===== src/rtl/mbisr_chain_access_ctrl.sv =====
// mbisr_chain_access_ctrl: sequencer for a daisy chain of MBISR repair registers.
// Issues an optional capture cycle, then shifts CHAIN_LEN bits while unloading
// chain_so into a word stream and loading chain_si from a word stream. The chain
// clock enable is dropped whenever either stream stalls.
// Optional feature: define MBISR_CHAIN_ACCESS_CTRL_PARITY_EN to add the
// unload_parity output (XOR of all unloaded bits).
module mbisr_chain_access_ctrl #(
  parameter int unsigned CHAIN_LEN = 22,
  parameter int unsigned WORD_W    = 8,
  parameter int unsigned CNT_W     = $clog2(CHAIN_LEN + 1)
) (
  input  logic              CLK,
  input  logic              RST,
  input  logic              start,
  input  logic              capture,
  output logic              busy,
  output logic              done,
  input  logic [WORD_W-1:0] in_data,
  input  logic              in_valid,
  output logic              in_ready,
  output logic [WORD_W-1:0] out_data,
  output logic              out_valid,
  input  logic              out_ready,
  output logic              chain_cken,
  output logic              chain_se,
  output logic              chain_si,
  input  logic              chain_so
`ifdef MBISR_CHAIN_ACCESS_CTRL_PARITY_EN
  ,
  output logic              unload_parity
`endif
);

  localparam int unsigned IDX_W = (WORD_W > 1) ? $clog2(WORD_W) : 1;
  localparam logic [IDX_W-1:0] IDX_LAST = IDX_W'(WORD_W - 1);
  localparam logic [CNT_W-1:0] CNT_LAST = CNT_W'(CHAIN_LEN - 1);

  typedef enum logic [2:0] {
    S_IDLE,
    S_CAPTURE,
    S_SHIFT,
    S_DRAIN,
    S_DONE
  } state_e;

  state_e            state_q, state_d;
  logic [CNT_W-1:0]  cnt_q, cnt_d;
  logic [IDX_W-1:0]  idx_q, idx_d;
  logic [WORD_W-1:0] asm_q, asm_d;
  logic              asm_full_q, asm_full_d;
  logic [WORD_W-1:0] out_data_q, out_data_d;
  logic              out_valid_q, out_valid_d;

  logic              fire;
  logic              last_bit;
  logic              word_end;
  logic              out_free;
  logic [WORD_W-1:0] asm_base;

  // State, counters and both word buffers
  always_ff @(posedge CLK or posedge RST) begin
    if (RST) begin
      state_q     <= S_IDLE;
      cnt_q       <= '0;
      idx_q       <= '0;
      asm_q       <= '0;
      asm_full_q  <= 1'b0;
      out_data_q  <= '0;
      out_valid_q <= 1'b0;
    end else begin
      state_q     <= state_d;
      cnt_q       <= cnt_d;
      idx_q       <= idx_d;
      asm_q       <= asm_d;
      asm_full_q  <= asm_full_d;
      out_data_q  <= out_data_d;
      out_valid_q <= out_valid_d;
    end
  end

  // Next-state, buffer movement and chain control
  always_comb begin
    state_d     = state_q;
    cnt_d       = cnt_q;
    idx_d       = idx_q;
    asm_d       = asm_q;
    asm_full_d  = asm_full_q;
    out_data_d  = out_data_q;
    out_valid_d = out_valid_q;
    asm_base    = '0;
    busy        = 1'b0;
    done        = 1'b0;
    in_ready    = 1'b0;
    chain_cken  = 1'b0;
    chain_se    = 1'b0;
    chain_si    = 1'b0;

    last_bit = (cnt_q == CNT_LAST);
    word_end = (idx_q == IDX_LAST) || last_bit;
    out_free = !out_valid_q || out_ready;
    // A full assembly word only blocks a new bit if it cannot move out this cycle
    fire     = (state_q == S_SHIFT) && in_valid && (!asm_full_q || out_free);

    if (out_valid_q && out_ready) begin
      out_valid_d = 1'b0;
    end
    if (asm_full_q && out_free) begin
      out_data_d  = asm_q;
      out_valid_d = 1'b1;
      asm_full_d  = 1'b0;
      asm_d       = '0;
    end

    // A completed word skips the assembly register when out_data is free, which
    // keeps the final word one cycle after the final shift.
    if (fire) begin
      asm_base        = asm_full_q ? '0 : asm_q;
      asm_base[idx_q] = chain_so;
      if (word_end) begin
        if (!asm_full_q && out_free) begin
          out_data_d  = asm_base;
          out_valid_d = 1'b1;
          asm_d       = '0;
        end else begin
          asm_d      = asm_base;
          asm_full_d = 1'b1;
        end
        idx_d = '0;
      end else begin
        asm_d = asm_base;
        idx_d = idx_q + 1'b1;
      end
      cnt_d = cnt_q + 1'b1;
    end

    case (state_q)
      S_IDLE: begin
        cnt_d      = '0;
        idx_d      = '0;
        asm_d      = '0;
        asm_full_d = 1'b0;
        if (start) begin
          state_d = capture ? S_CAPTURE : S_SHIFT;
        end
      end
      S_CAPTURE: begin
        busy       = 1'b1;
        chain_cken = 1'b1;
        state_d    = S_SHIFT;
      end
      S_SHIFT: begin
        busy       = 1'b1;
        chain_se   = 1'b1;
        chain_cken = fire;
        chain_si   = fire ? in_data[idx_q] : 1'b0;
        in_ready   = fire && word_end;
        if (fire && last_bit) begin
          state_d = S_DRAIN;
        end
      end
      S_DRAIN: begin
        busy = 1'b1;
        if (!out_valid_q && !asm_full_q) begin
          state_d = S_DONE;
        end
      end
      S_DONE: begin
        done    = 1'b1;
        state_d = S_IDLE;
      end
      default: begin
        state_d = S_IDLE;
      end
    endcase
  end

  assign out_data  = out_data_q;
  assign out_valid = out_valid_q;

`ifdef MBISR_CHAIN_ACCESS_CTRL_PARITY_EN
  logic parity_q, parity_d;

  // Running XOR of unloaded bits, cleared when an operation is launched
  always_comb begin
    parity_d = parity_q;
    if (state_q == S_IDLE && start) begin
      parity_d = 1'b0;
    end else if (fire) begin
      parity_d = parity_q ^ chain_so;
    end
  end

  // Parity register
  always_ff @(posedge CLK or posedge RST) begin
    if (RST) begin
      parity_q <= 1'b0;
    end else begin
      parity_q <= parity_d;
    end
  end

  assign unload_parity = parity_q;
`endif

endmodule


===== config.mk =====
export PLATFORM = sky130hd
export DESIGN_NAME = mbisr_chain_access_ctrl
export DESIGN_NICKNAME = d
export VERILOG_FILES = /design/src/rtl/mbisr_chain_access_ctrl.sv
export SDC_FILE = /design/constraint.sdc
export NUM_CORES = 1
export LEC_CHECK = 0
export CAP_MARGIN = 30
export CORE_ASPECT_RATIO = 1.2
export CORE_UTILIZATION = 30
export CTS_BUF_LIST = sky130_fd_sc_hd__clkbuf_8
export CTS_CLUSTER_DIAMETER = 30
export DETAILED_ROUTE_END_ITERATION = 8
export PLACE_DENSITY = 0.55
export SYNTH_ARGS = -nofsm -noshare
export SYNTH_HDL_FRONTEND = slang
export SYNTH_SLANG_ARGS = --single-unit
export TNS_END_PERCENT = 50

===== constraint.sdc =====
create_clock -name CLK -period 4.1 [get_ports CLK]
set_clock_uncertainty 0.1 [all_clocks]
set_input_delay 0.41 -clock CLK [delete_from_list [all_inputs] [get_ports CLK]]
set_output_delay 0.41 -clock CLK [all_outputs]
set_load 0.05 [all_outputs]

Word-level counts from Yosys, hierarchy flattened:

Cells that the tools add are included.

* logic and storage cells: 81
* RAM bits: 0
* output and inout bits: 15
* flip-flop bits (word level): 29
* bits in read-only memories: 0
* bits of input ports: 15
* latch bits: 0
* memories kept: 0

* order comparisons: 2
* $add $sub $neg: 2
* reduce and logical (&&, ||, !) cells: 19
* shifts and indexed selects: 0
* equality and inequality tests: 9
* multipliers: 0
* bitwise gates (word level): 0
* div/mod/pow operators: 0
* muxes and demuxes: 42

Operator list (count)
* $mux W8: 10
* $mux W1: 18
* $mux W3: 6
* $pmux W3 S4: 1
* $mux W5: 2
* $logic_and A1 B1 Y1: 9
* $bwmux W8: 1
* $eq A3 B2 Y1 const B: 2
* $eq A3 B3 Y1 const B: 2
* $add A5 B1 Y5 const B: 1
* $eq A5 B5 Y1 const B: 1
* $lt A3 B4 Y1 const B: 1
* $ne A2 B2 Y1 const B: 2
* $add A3 B1 Y3 const B: 1
* $bmux W1 S3: 1
* $demux W1 S3: 1
* $eq A3 B1 Y1 const B: 1
* $ge A3 B1 Y1 const B: 1
* $logic_not A3 Y1: 1
* $logic_or A1 B1 Y1: 3
* $reduce_and A3 Y1: 1
* $reduce_bool A3 Y1: 1
* $reduce_or A3 Y1: 1
* $logic_not A1 Y1: 2
* other kinds (4): 4

Logic depth before layout (Yosys ltp):

Gate-level depths: netlist of run 1.

* depth in word-level cells: 9
* mapped depth: 7
* gate-level depth less buffers: 6

Worst setup path before layout of run 1:

No wires, ideal clock.

* kind: reg2out
* start point: register out_valid_q (netlist: out_valid)
* end point: output chain_si
* arrival: 2.014 ns
* path slack: 1.576 ns
* stages on the path, launching flop included: 6
* required time: 3.590 ns
* cell sequence: dfrtp_1 and3b_1 clkbuf_1 or2_4 buf_6 nor2_1

* word-level cells in the longest chain between the ends: 6

Ends and longest elaborated chain
* start, declared: line 52 `logic out_valid_q, out_valid_d;`
* start signal, assigned: line 77 `out_valid_q <= out_valid_d;`
* $logic_not A1 Y1: line 100 `out_free = !out_valid_q || out_ready;`
* $logic_or A1 B1 Y1: line 100
* $logic_or A1 B1 Y1: line 102 `fire = (state_q == S_SHIFT) && in_valid && (!asm_full_q || out_free);`
* $logic_and A1 B1 Y1: line 102
* $mux W1: line 155 `chain_si = fire ? in_data[idx_q] : 1'b0;`
* $mux W1: line 136 `case (state_q)`
* end, declared: line 26 `output logic chain_si,`

No other way between the ends.

Final worst setup path of run 1:

* start point: input in_valid
* end point: output chain_si

* word-level cells in the longest chain between the ends: 4

Ends and longest elaborated chain
* start, declared: line 19 `input logic in_valid,`
* $logic_and A1 B1 Y1 (2 in series): line 102
* $mux W1: line 155
* $mux W1: line 136

No other way between the ends.

==> impl_table.tex, run 1 <==
\begin{tabular}{lr}
\hline
Metric & Value \\
\hline
\multicolumn{2}{l}{\textbf{Synth}} \\
\quad Sequential area share after synthesis & 0.437 \\
\quad XOR/XNOR Fraction of Synth Area & 0.00528 \\
\quad Arithmetic-cell share of the synthesized area counting full adders, half adders and majority gates & 0.0362 \\
\quad Biggest area contributors in the synthesized netlist & sky130\_fd\_sc\_hd\_\_dfrtp\_1, sky130\_fd\_sc\_hd\_\_mux2i\_1, sky130\_fd\_sc\_hd\_\_o2bb2ai\_1, sky130\_fd\_sc\_hd\_\_nor3b\_1, sky130\_fd\_sc\_hd\_\_ha\_1 \\
\quad Dominant synthesized flop cell & sky130\_fd\_sc\_hd\_\_dfrtp\_1 \\
\quad Synthesized instance count & between 150 and 200 \\
\quad Nets in the synthesized netlist & 178 \\
\quad Total of warnings raised by yosys & 0 \\
\quad Post-synthesis instance area & 1660 um\^{}2 \\
\quad Proportion of synthesized area in mux cells & 0.154 \\
\quad Number of distinct library cells after synthesis & 39 \\
\quad Syn avg cell area & 10.4 um\^{}2 \\
\quad Library cell with the largest summed area after synthesis & sky130\_fd\_sc\_hd\_\_dfrtp\_1 \\
\quad Complex-gate fraction of the synthesized area & 0.124 \\
\quad Top-area cell type share of the netlist area & 0.437 \\
\quad Number of flops mapped to enable cells by yosys & 0 \\
\quad Fraction of synthesis flops using an asynchronous set or reset pin & 1.00 \\
\quad Number of flip-flops and latches in the synthesized netlist & 29 \\
\quad Main combinational cell family by area after synthesis & simple AND/OR/NAND/NOR gates \\
\quad Area fraction in and, or, nand and nor cells after synthesis & 0.196 \\
\multicolumn{2}{l}{\textbf{Timing}} \\
\quad Post-layout minimum cycle time & 3.01 ns \\
\quad RSZ-0062 raised after global routing & no \\
\quad Slew at the pin closest to its max-slew limit & a little over 0.6 ns \\
\quad Share of the clock period used by the worst path after layout & 0.734 \\
\quad Fmax & about 330 MHz \\
\quad Total count of max-transition violations in the final report & 0 \\
\quad Number of setup violations in the final report & 0 \\
\quad Hold violation total from the final report & 0 \\
\quad Final-layout setup total negative slack & 0 ns \\
\quad Remaining max-slew budget at the tightest pin & 0.588 \\
\multicolumn{2}{l}{\textbf{CTS}} \\
\quad Total of hold buffers inserted after clock tree synthesis & 0 \\
\quad Post-cts repair resize count & 0 \\
\quad Maximum level of the CTS H-tree & 2 \\
\quad CTS sink count & 29 \\
\quad Post-CTS setup repair buffer count & 0 \\
\quad Root cell of the clock tree & sky130\_fd\_sc\_hd\_\_clkbuf\_8 \\
\quad Reg clk slew, reported paths & about 0.070 ns \\
\quad Buffers from clock root to sink, at most & 2 \\
\quad Insertion delay of the later-clocked pin in the worst-skew pair & about 0.28 ns \\
\quad TritonCTS clock tree & done \\
\quad TritonCTS buffer count & 5 \\
\multicolumn{2}{l}{\textbf{Critical path}} \\
\quad Number of cells on the worst reg-to-reg path & 5 \\
\quad CP Class & in2out \\
\quad Data required time at the worst endpoint & around 3.6 ns \\
\quad Type of element capturing the critical path & primary output \\
\quad Top fanout value on the critical path & 11 \\
\quad Critical path origin & in\_valid \\
\quad R2r startpoint & idx\_q[1] \\
\quad Arrival time at the worst endpoint & 2.50 ns \\
\quad CP Launch Type & primary input \\
\multicolumn{2}{l}{\textbf{Final layout}} \\
\quad Inserted Diodes & 0 \\
\quad Multi-input gate area in the final layout & around 860 um\^{}2 \\
\quad Area Overhead vs Synth & 27.0\% \\
\quad Core Util, Final & 0.398 \\
\quad Fin cells & 247 \\
\quad Seq. cell area & 726 um\^{}2 \\
\quad Post-layout net count & 203 \\
\quad Fraction of final layout cells with drive strength greater than 1 & 0.0865 \\
\quad Fillers & 525 \\
\multicolumn{2}{l}{\textbf{Power}} \\
\quad Power Internal & a little over 0.8 mW \\
\quad Leakage & 0.933 nW \\
\quad Worst-case vdd ir drop & 0.312 mV \\
\quad Sw Share & 0.404 \\
\quad Power density over cell area & around 640 nW/um\^{}2 \\
\quad Share of total power in the clock network & 0.225 \\
\quad Sw Pwr & between 0.5 and 0.6 mW \\
\quad Sequential share of power & 0.355 \\
\quad Post-route total power & 1.35 mW \\
\quad Gate power share & 0.420 \\
\multicolumn{2}{l}{\textbf{GRT}} \\
\quad Total routing resource utilization after global routing & 0.146 \\
\quad Antenna violations before repair & 0 \\
\quad Via count of the first global-routing pass & about 1400 \\
\quad GR Overflow Total & 0 \\
\quad Wire length of the first global-routing pass & approximately 6600 um \\
\quad Pin count of the biggest net entering global routing & 23 \\
\multicolumn{2}{l}{\textbf{Floorplan}} \\
\quad Die Width & between 60 and 70 um \\
\quad Number of I/O pins & 30 \\
\quad Initial core utilization & 0.313 \\
\quad Die Outline Area & 5840 um\^{}2 \\
\quad Core Region & 5300 um\^{}2 \\
\quad Y dimension of the die & $\sim$83 um \\
\quad Row Count & 29 \\
\multicolumn{2}{l}{\textbf{Placed design}} \\
\quad Final GP Congestion & 0.758 \\
\quad Count of port buffers added during placement & 29 \\
\quad Estimated wirelength of the detail-placed design & 2630 um \\
\quad Total instance count after detailed placement & 239 \\
\multicolumn{2}{l}{\textbf{Drt}} \\
\quad Residual DRC count & 0 \\
\quad Number of search-and-repair iterations in the first detailed-routing pass & 4 \\
\quad Detailed-route wire length per cell & 15.2 um \\
\quad ANT nets after route & 0 \\
\quad Post-detailed-route via-to-cell ratio & 5.28 \\
\quad Count of vias placed by the detailed router & 1304 \\
\quad Initial detailed-routing violation count & 50 \\
\quad Final WL & 3750 um \\
\multicolumn{2}{l}{\textbf{Flow run}} \\
\quad Max-cap viol count & 0 \\
\multicolumn{2}{l}{\textbf{Worst hold path}} \\
\quad Worst min-delay path class & in2async \\
\multicolumn{2}{l}{\textbf{Status}} \\
\quad Run status & finished, final reports clean \\
\hline
\end{tabular}
==> state kept, by name, summed over array words and instances (netlist names) <==
signal	cells
asm_q	8
out_valid	1
cnt_q	5
asm_full_q	1
state_q	3
idx_q	3
out_data	8
==> Yosys cell counts, drive strengths merged, types with 2 or more instances <==
cell type	number
a21oi	7
a31oi	2
a32o	2
and3b	2
buf	6
clkbuf	6
dfrtp	29
ha	4
inv	4
mux2i	21
mux4	2
nand2	9
nand2b	2
nand3	6
nor2	13
nor2b	3
nor3	7
nor3b	9
o21ai	2
o2bb2ai	8
==> placed cells by master, fill, tap and decap left out, drive strengths merged, types with 2 or more instances in the layout <==
cell type	count
ha	4
mux2i	21
nand2	9
nor2b	3
nor3	7
inv	5
nand2b	2
mux4	2
nor3b	9
nand3	6
clkdlybuf4s50	29
nor2	13
clkbuf	6
o21ai	2
o2bb2ai	8
a21oi	7
dfrtp	29
a32o	2
and3b	2
a31oi	2
==> critical path: stages <==
cell	delay (ns)
sky130_fd_sc_hd__clkdlybuf4s50_1	0.48
sky130_fd_sc_hd__nand4bb_1	0.27
sky130_fd_sc_hd__or2_4	0.40
sky130_fd_sc_hd__nor2_1	0.13
sky130_fd_sc_hd__clkdlybuf4s50_1	0.81
==> cell type report <==
class,instances,share of cell area
Sequential cell,29,0.344
Tap cell,62,0.0368
Clock inverter,2,0.0160
Multi-Input combinational cell,114,0.406
Inverter,4,0.00712
Timing Repair Buffer,30,0.151
Clock buffer,6,0.0392
==> power groups by stage <==
stage	combinational, mW	sequential (mW)	clock, mW
floorplan	0.383	0.512	0
global placement	0.554	0.479	0
detailed placement	0.572	0.486	0
global route	0.622	0.497	0.327
CTS	0.574	0.481	0.314
finish	0.568	0.480	0.305
==> metrics by stage <==
| stage | worst slack [ns] | cell area (um^2) | hold slack (ns) |
|---|---|---|---|
| detailed placement | 1.09 | 1990 | 0.361 |
| finish | 1.09 | 2110 | 0.307 |
| CTS | 1.09 | 2110 | 0.314 |
| global placement | 1.12 | 1960 | 0.368 |
| floorplan | 1.58 | 1660 | 0.338 |
| global route | 0.989 | 2110 | 0.332 |
==> logic make-up (layout without fill, tap and decap cells) <==
group,count (synthesis),count (layout)
AOI/OAI and AO/OA,27,27
xor gates and xnor gates,1,1
adders and majority gates,5,5
buffers and inverters,16,42
DFF,29,29
muxes,23,23
and+or+nand+nor,58,58
==> layer usage <==
| layer | wire, um | global-route usage | share of wire |
|---|---|---|---|
| met5 | 0 | 0 | 0 |
| met3 | 159 | 0.0423 | 0.042 |
| met2 | 1780 | 0.235 | 0.48 |
| met1 | 1740 | 0.181 | 0.46 |
| met4 | 70 | 0.0600 | 0.019 |
==> worst paths after layout <==
kind	to	slack (ns)
max in group asynchronous	cnt_q[3]	3.14
worst max register to register	out_data[7]	1.90
worst min register to register	cnt_q[4]	0.36
worst min-delay path	out_data[1]	0.31
min in group CLK	cnt_q[4]	0.36
worst max-delay path	chain_si	1.09
Note: power is estimated with default switching activity, not from simulation.
==> inputs of run 2 (changes only) <==
- PLACE_DENSITY: 0.55 -> 0.56
- clock period: 4.1 -> 2.6 ns (I/O delays scaled with it)
==> run 2 against run 1 <==
  * Sequential power is 58% higher
  * Hold slack worse by 0.052 ns
  * Critical endpoint is now in_ready
  * Via count hardly changed
  * Die area stayed put
  * Final cell count is 0.81% higher
  * Register-to-register slack worse by 1.3 ns
  * Critical path type is now reg2out
  * Flip-flop and latch count stayed put
  * Clock-buffer cell count stayed put
==> impl_table.tex, run 2 (synthesis gave the netlist of run 1 again) <==
\begin{tabular}{lr}
\hline
Metric & Value \\
\hline
\multicolumn{2}{l}{\textbf{Status}} \\
\quad Run status & finished, final reports clean \\
\multicolumn{2}{l}{\textbf{GRT}} \\
\quad Via count of the first global-routing pass & 1325 (-3.7\%) \\
\quad Antenna violations before repair & 0 (unchanged) \\
\quad Total routing resource utilization after global routing & 0.142 (-0.00404) \\
\quad Wire length of the first global-routing pass & 6480 um (-2.4\%) \\
\quad Pin count of the biggest net entering global routing & 30 (+30\%) \\
\quad GR Overflow Total & 0 (unchanged) \\
\multicolumn{2}{l}{\textbf{Timing}} \\
\quad Slew at the pin closest to its max-slew limit & 0.500 ns (-0.117 ns) \\
\quad Final-layout setup total negative slack & 0 ns (unchanged) \\
\quad Hold violation total from the final report & 0 (unchanged) \\
\quad Fmax & 436 MHz \\
\quad Post-layout minimum cycle time & 2.30 ns \\
\quad Total count of max-transition violations in the final report & 0 (unchanged) \\
\quad RSZ-0062 raised after global routing & no \\
\quad Remaining max-slew budget at the tightest pin & 0.666 (+0.0777) \\
\quad Final worst-path setup slack & 0.305 ns (-0.787 ns) \\
\quad Number of setup violations in the final report & 0 (unchanged) \\
\quad Worst Hold Slack & 0.255 ns (-0.0520 ns) \\
\quad Share of the clock period used by the worst path after layout & 0.883 \\
\multicolumn{2}{l}{\textbf{CTS}} \\
\quad Maximum level of the CTS H-tree & 2 (unchanged) \\
\quad TritonCTS buffer count & 5 (unchanged) \\
\quad Buffers from clock root to sink, at most & 2 (unchanged) \\
\quad Root cell of the clock tree & sky130\_fd\_sc\_hd\_\_clkbuf\_8 \\
\quad Post-CTS setup repair buffer count & 0 (unchanged) \\
\quad CTS sink count & 29 (unchanged) \\
\quad Insertion delay of the later-clocked pin in the worst-skew pair & 0.28 ns (about the same) \\
\quad Post-cts repair resize count & 0 (unchanged) \\
\quad TritonCTS clock tree & done \\
\quad Reg clk slew, reported paths & 0.07 ns (about the same) \\
\quad Total of hold buffers inserted after clock tree synthesis & 0 (unchanged) \\
\multicolumn{2}{l}{\textbf{Critical path}} \\
\quad Top fanout value on the critical path & 12 (+1) \\
\quad Arrival time at the worst endpoint & 1.94 ns (-0.56 ns) \\
\quad Type of element capturing the critical path & primary output \\
\quad Number of cells on the worst reg-to-reg path & 6 (+1) \\
\quad CP Launch Type & flip-flop \\
\quad Data required time at the worst endpoint & 2.24 ns (-1.35 ns) \\
\quad CP Class & reg2out \\
\multicolumn{2}{l}{\textbf{Final layout}} \\
\quad Fraction of final layout cells with drive strength greater than 1 & 0.112 (+0.0258) \\
\quad Fin cells & 249 (+0.81\%) \\
\quad Most common library cell in the layout ignoring fill and taps & sky130\_fd\_sc\_hd\_\_dfrtp\_1 \\
\quad Area Overhead vs Synth & 28.5\% \\
\quad Post-layout net count & 205 (+0.99\%) \\
\quad Commonest cells after routing, fill and taps aside & sky130\_fd\_sc\_hd\_\_dfrtp\_1, sky130\_fd\_sc\_hd\_\_clkdlybuf4s50\_1, sky130\_fd\_sc\_hd\_\_mux2i\_1 \\
\quad Inserted Diodes & 0 (unchanged) \\
\multicolumn{2}{l}{\textbf{Drt}} \\
\quad ANT nets after route & 0 (unchanged) \\
\quad Final WL & 3820 um (+1.7\%) \\
\quad Count of vias placed by the detailed router & 1303 (-0.077\%) \\
\quad Post-detailed-route via-to-cell ratio & 5.23 (-0.88\%) \\
\quad Number of search-and-repair iterations in the first detailed-routing pass & 4 (unchanged) \\
\quad Detailed-route wire length per cell & 15.3 um (+0.89\%) \\
\quad Residual DRC count & 0 (unchanged) \\
\quad Initial detailed-routing violation count & 67 (+34\%) \\
\multicolumn{2}{l}{\textbf{Worst hold path}} \\
\quad Worst min-delay path class & in2async \\
\multicolumn{2}{l}{\textbf{Floorplan}} \\
\quad Initial core utilization & 0.313 (unchanged) \\
\quad Row Count & 29 (unchanged) \\
\quad Y dimension of the die & 83.5 um (unchanged) \\
\quad Number of I/O pins & 30 (unchanged) \\
\quad Core Region & 5300 um\^{}2 (unchanged) \\
\quad Die Width & 69.9 um (unchanged) \\
\quad Die Outline Area & 5840 um\^{}2 (unchanged) \\
\multicolumn{2}{l}{\textbf{Flow run}} \\
\quad Max-cap viol count & 0 (unchanged) \\
\multicolumn{2}{l}{\textbf{Placed design}} \\
\quad Count of port buffers added during placement & 29 (unchanged) \\
\quad Total instance count after detailed placement & 241 (+0.84\%) \\
\quad Worst setup slack after placement & 0.431 ns (-0.657 ns) \\
\quad Final GP Congestion & 0.785 (+3.6\%) \\
\quad Estimated wirelength of the detail-placed design & 2660 um (+1.2\%) \\
\multicolumn{2}{l}{\textbf{Power}} \\
\quad Leakage & 0.951 nW (+1.9\%) \\
\quad Worst-case vdd ir drop & 0.475 mV (+52\%) \\
\quad Power density over cell area & 1010 nW/um\^{}2 (+58\%) \\
\hline
\end{tabular}
## run 2: worst paths after layout
check,startpoint,endpoint,slack (ns)
min,RST,out_data[4],0.25
max,idx_q[1],in_ready,0.30
max in group asynchronous,RST,out_valid,1.87
min in group CLK,cnt_q[4],cnt_q[4],0.38
min reg2reg,cnt_q[4],cnt_q[4],0.38
max reg2reg,idx_q[1],out_data[3],0.56
## run 2: per-stage QoR
stage	power, mW	cell area (um^2)	utilization
4_1_cts	2.18	2130	0.403
3_5_place_dp	1.69	2020	0.381
5_1_grt	2.30	2130	0.403
6_report	2.16	2130	0.403
3_3_place_gp	1.66	2020	0.381
2_1_floorplan	1.41	1660	-
## run 2: worst max-delay path, stage by stage (launching register included)
cell,delay [ns]
sky130_fd_sc_hd__dfrtp_1,0.63
sky130_fd_sc_hd__ha_1,0.23
sky130_fd_sc_hd__ha_1,0.25
sky130_fd_sc_hd__o21bai_1,0.15
sky130_fd_sc_hd__nor2_1,0.22
sky130_fd_sc_hd__buf_12,0.17
## run 2: area by class of cell
type	count	area, um^2
fill	523	3160
tap	62	77.6
clock inverter	2	33.8
clock buffer	6	82.6
timing repair buffer	32	343
multi-input combinational	114	856
sequential	29	726
inverter	4	15.0
## run 2: per-layer routing
layer	GRT usage	wire, um	vias up
met5	0	0	-
met4	0.0491	46	0
met3	0.0447	196	5
met2	0.231	1790	30
met1	0.176	1780	635
li1	-	-	633
## run 2: where the power goes
group          internal [mW]  switching [mW]  total [mW]
Combinational          0.399           0.524       0.924
Clock                  0.308           0.176       0.484
Sequential             0.586           0.171       0.757
Total                   1.29           0.872        2.16
==> inputs of run 3 (changes only) <==
- CORE_ASPECT_RATIO: 1.2 -> 1.25
==> run 3 against run 2 <==
  * Non-clock buffer count did not move
  * Setup slack gained 0.0095 ns
  * Global-route usage increased by 0.63 points
  * Maximum frequency grew 0.42%
  * Total power is 6.0% lower
  * Sequential power fell by 0.5%
  * First-iteration DRC count is 19% lower
  * Core utilization increased by 0.19 points
  * Wire length decreased by 3.0%
==> impl_table.tex, run 3 (synthesis gave the netlist of run 1 again) <==
\begin{tabular}{lr}
\hline
Metric & Value \\
\hline
\multicolumn{2}{l}{\textbf{Status}} \\
\quad Run status & finished, final reports clean \\
\multicolumn{2}{l}{\textbf{Critical path}} \\
\quad Cell-by-cell trace of the critical path & nor2\_1 -> and2\_1 -> clkdlybuf4s50\_1 \\
\quad CP max stage cell & sky130\_fd\_sc\_hd\_\_clkdlybuf4s50\_1 \\
\quad Arrival time at the worst endpoint & 1.93 ns (about the same) \\
\quad Type of element capturing the critical path & primary output \\
\quad Number of buffers and inverters on the critical path & 1 (unchanged) \\
\quad CP Class & reg2out \\
\quad Top fanout value on the critical path & 8 (-4) \\
\quad Largest stage delay, worst path & 0.80 ns (+0.17 ns) \\
\quad CP Launch Type & flip-flop \\
\quad Cell type group with the largest total delay on the critical path & buffers and inverters \\
\quad Data required time at the worst endpoint & 2.24 ns (about the same) \\
\multicolumn{2}{l}{\textbf{Floorplan}} \\
\quad Number of I/O pins & 30 (unchanged) \\
\quad Initial core utilization & 0.320 (+0.00658) \\
\quad Die Outline Area & 5840 um\^{}2 (about the same) \\
\quad Die Width & 68.5 um (-2.0\%) \\
\quad Y dimension of the die & 85.2 um (+2.0\%) \\
\quad Row Count & 29 (unchanged) \\
\quad Core Region & 5190 um\^{}2 (-2.1\%) \\
\multicolumn{2}{l}{\textbf{CTS}} \\
\quad Root cell of the clock tree & sky130\_fd\_sc\_hd\_\_clkbuf\_8 \\
\quad Post-CTS setup repair buffer count & 0 (unchanged) \\
\quad Buffers from clock root to sink, at most & 2 (unchanged) \\
\quad CTS sink count & 29 (unchanged) \\
\quad Insertion delay of the later-clocked pin in the worst-skew pair & 0.28 ns (about the same) \\
\quad Post-cts repair resize count & 0 (unchanged) \\
\quad Total of hold buffers inserted after clock tree synthesis & 0 (unchanged) \\
\quad Maximum level of the CTS H-tree & 2 (unchanged) \\
\quad TritonCTS buffer count & 5 (unchanged) \\
\quad Reg clk slew, reported paths & 0.06 ns (about the same) \\
\quad TritonCTS clock tree & done \\
\multicolumn{2}{l}{\textbf{Final layout}} \\
\quad Core Util, Final & 0.405 (+0.00194) \\
\quad Commonest cells after routing, fill and taps aside & sky130\_fd\_sc\_hd\_\_dfrtp\_1, sky130\_fd\_sc\_hd\_\_clkdlybuf4s50\_1, sky130\_fd\_sc\_hd\_\_mux2i\_1 \\
\quad Inserted Diodes & 0 (unchanged) \\
\quad Area of all placed cells without fillers & 2100 um\^{}2 (-1.6\%) \\
\quad Most common library cell in the layout ignoring fill and taps & sky130\_fd\_sc\_hd\_\_dfrtp\_1 \\
\quad Area Overhead vs Synth & 26.5\% \\
\quad Multi-input gate area in the final layout & 856 um\^{}2 (unchanged) \\
\quad Seq. cell area & 726 um\^{}2 (unchanged) \\
\quad Fraction of final layout cells with drive strength greater than 1 & 0.112 (unchanged) \\
\quad Fillers & 511 (-2.3\%) \\
\quad Post-layout net count & 205 (unchanged) \\
\quad Fin cells & 249 (unchanged) \\
\multicolumn{2}{l}{\textbf{Power}} \\
\quad Leakage & 0.938 nW (-1.4\%) \\
\quad Post-route total power & 2.04 mW (-6.0\%) \\
\quad Worst-case vdd ir drop & 0.395 mV (-17\%) \\
\quad Power density over cell area & 969 nW/um\^{}2 (-4.5\%) \\
\multicolumn{2}{l}{\textbf{Timing}} \\
\quad Worst Hold Slack & 0.255 ns (+0.00000300 ns) \\
\quad Hold violation total from the final report & 0 (unchanged) \\
\quad Number of setup violations in the final report & 0 (unchanged) \\
\quad Share of the clock period used by the worst path after layout & 0.879 (-0.00367) \\
\quad Post-layout minimum cycle time & 2.29 ns (-0.00953 ns) \\
\quad Final-layout setup total negative slack & 0 ns (unchanged) \\
\quad Remaining max-slew budget at the tightest pin & 0.665 (-0.000844) \\
\quad Total count of max-transition violations in the final report & 0 (unchanged) \\
\quad RSZ-0062 raised after global routing & no \\
\quad Final worst-path setup slack & 0.314 ns (+0.00953 ns) \\
\quad Slew at the pin closest to its max-slew limit & 0.501 ns (+0.00126 ns) \\
\quad Fmax & 438 MHz (+0.42\%) \\
\multicolumn{2}{l}{\textbf{Placed design}} \\
\quad Worst setup slack after placement & 0.432 ns (+0.00139 ns) \\
\quad Area of placed instances & 2020 um\^{}2 (unchanged) \\
\quad Count of port buffers added during placement & 29 (unchanged) \\
\quad Estimated wirelength of the detail-placed design & 2560 um (-3.8\%) \\
\quad Total instance count after detailed placement & 241 (unchanged) \\
\quad Final GP Congestion & 0.754 (-3.9\%) \\
\multicolumn{2}{l}{\textbf{Flow run}} \\
\quad Max-cap viol count & 0 (unchanged) \\
\multicolumn{2}{l}{\textbf{GRT}} \\
\quad Antenna violations before repair & 0 (unchanged) \\
\quad Via count of the first global-routing pass & 1365 (+3.0\%) \\
\quad Wire length of the first global-routing pass & 6410 um (-1.1\%) \\
\quad Pin count of the biggest net entering global routing & 30 (unchanged) \\
\quad Total routing resource utilization after global routing & 0.148 (+0.00632) \\
\quad GR Overflow Total & 0 (unchanged) \\
\multicolumn{2}{l}{\textbf{Drt}} \\
\quad Number of search-and-repair iterations in the first detailed-routing pass & 4 (unchanged) \\
\quad Residual DRC count & 0 (unchanged) \\
\quad Detailed-route wire length per cell & 14.9 um (-3.0\%) \\
\quad Final WL & 3700 um (-3.0\%) \\
\quad Post-detailed-route via-to-cell ratio & 5.22 (-0.31\%) \\
\quad Initial detailed-routing violation count & 54 (-19\%) \\
\quad ANT nets after route & 0 (unchanged) \\
\quad Count of vias placed by the detailed router & 1299 (-0.31\%) \\
\multicolumn{2}{l}{\textbf{Worst hold path}} \\
\quad Worst min-delay path class & in2async \\
\hline
\end{tabular}
[run 3: worst paths after layout]
path,start,cells after the start,slack [ns],endpoint
max,state_q[0],3,0.31,done
min,RST,3,0.25,state_q[1]
max reg2reg,idx_q[0],5,0.59,asm_q[5]
min reg2reg,cnt_q[4],1,0.38,cnt_q[4]
max in group asynchronous,RST,3,1.86,out_data[6]
min in group CLK,cnt_q[4],1,0.38,cnt_q[4]
[run 3: report_power, final]
part	leakage, nW	switching [mW]	internal (mW)
combinational	0.499	0.522	0.400
clock	0.0491	0.179	0.181
sequential	0.390	0.168	0.586
total	0.938	0.869	1.17
[run 3: tightest hold or removal path, delay by kind of cell]
family / cells / cell delay [ns]
buf+inv: 3 / 0.79
[run 3: layout make-up]
class	count	share of cell area
clock buffer	5	0.0328
timing repair buffer	32	0.163
inverter	4	0.00715
sequential	29	0.346
multi-input combinational	114	0.408
tap	62	0.0369
clock inverter	3	0.00656
[run 3: layer usage]
layer | share of wire | routed length, um | vias to the layer above | global-route usage
met5 | 0 | 0 | - | 0
met4 | 0.010 | 38 | 0 | 0.0568
met3 | 0.043 | 160 | 4 | 0.0390
met2 | 0.49 | 1830 | 28 | 0.227
met1 | 0.45 | 1680 | 637 | 0.195
li1 | - | - | 630 | -
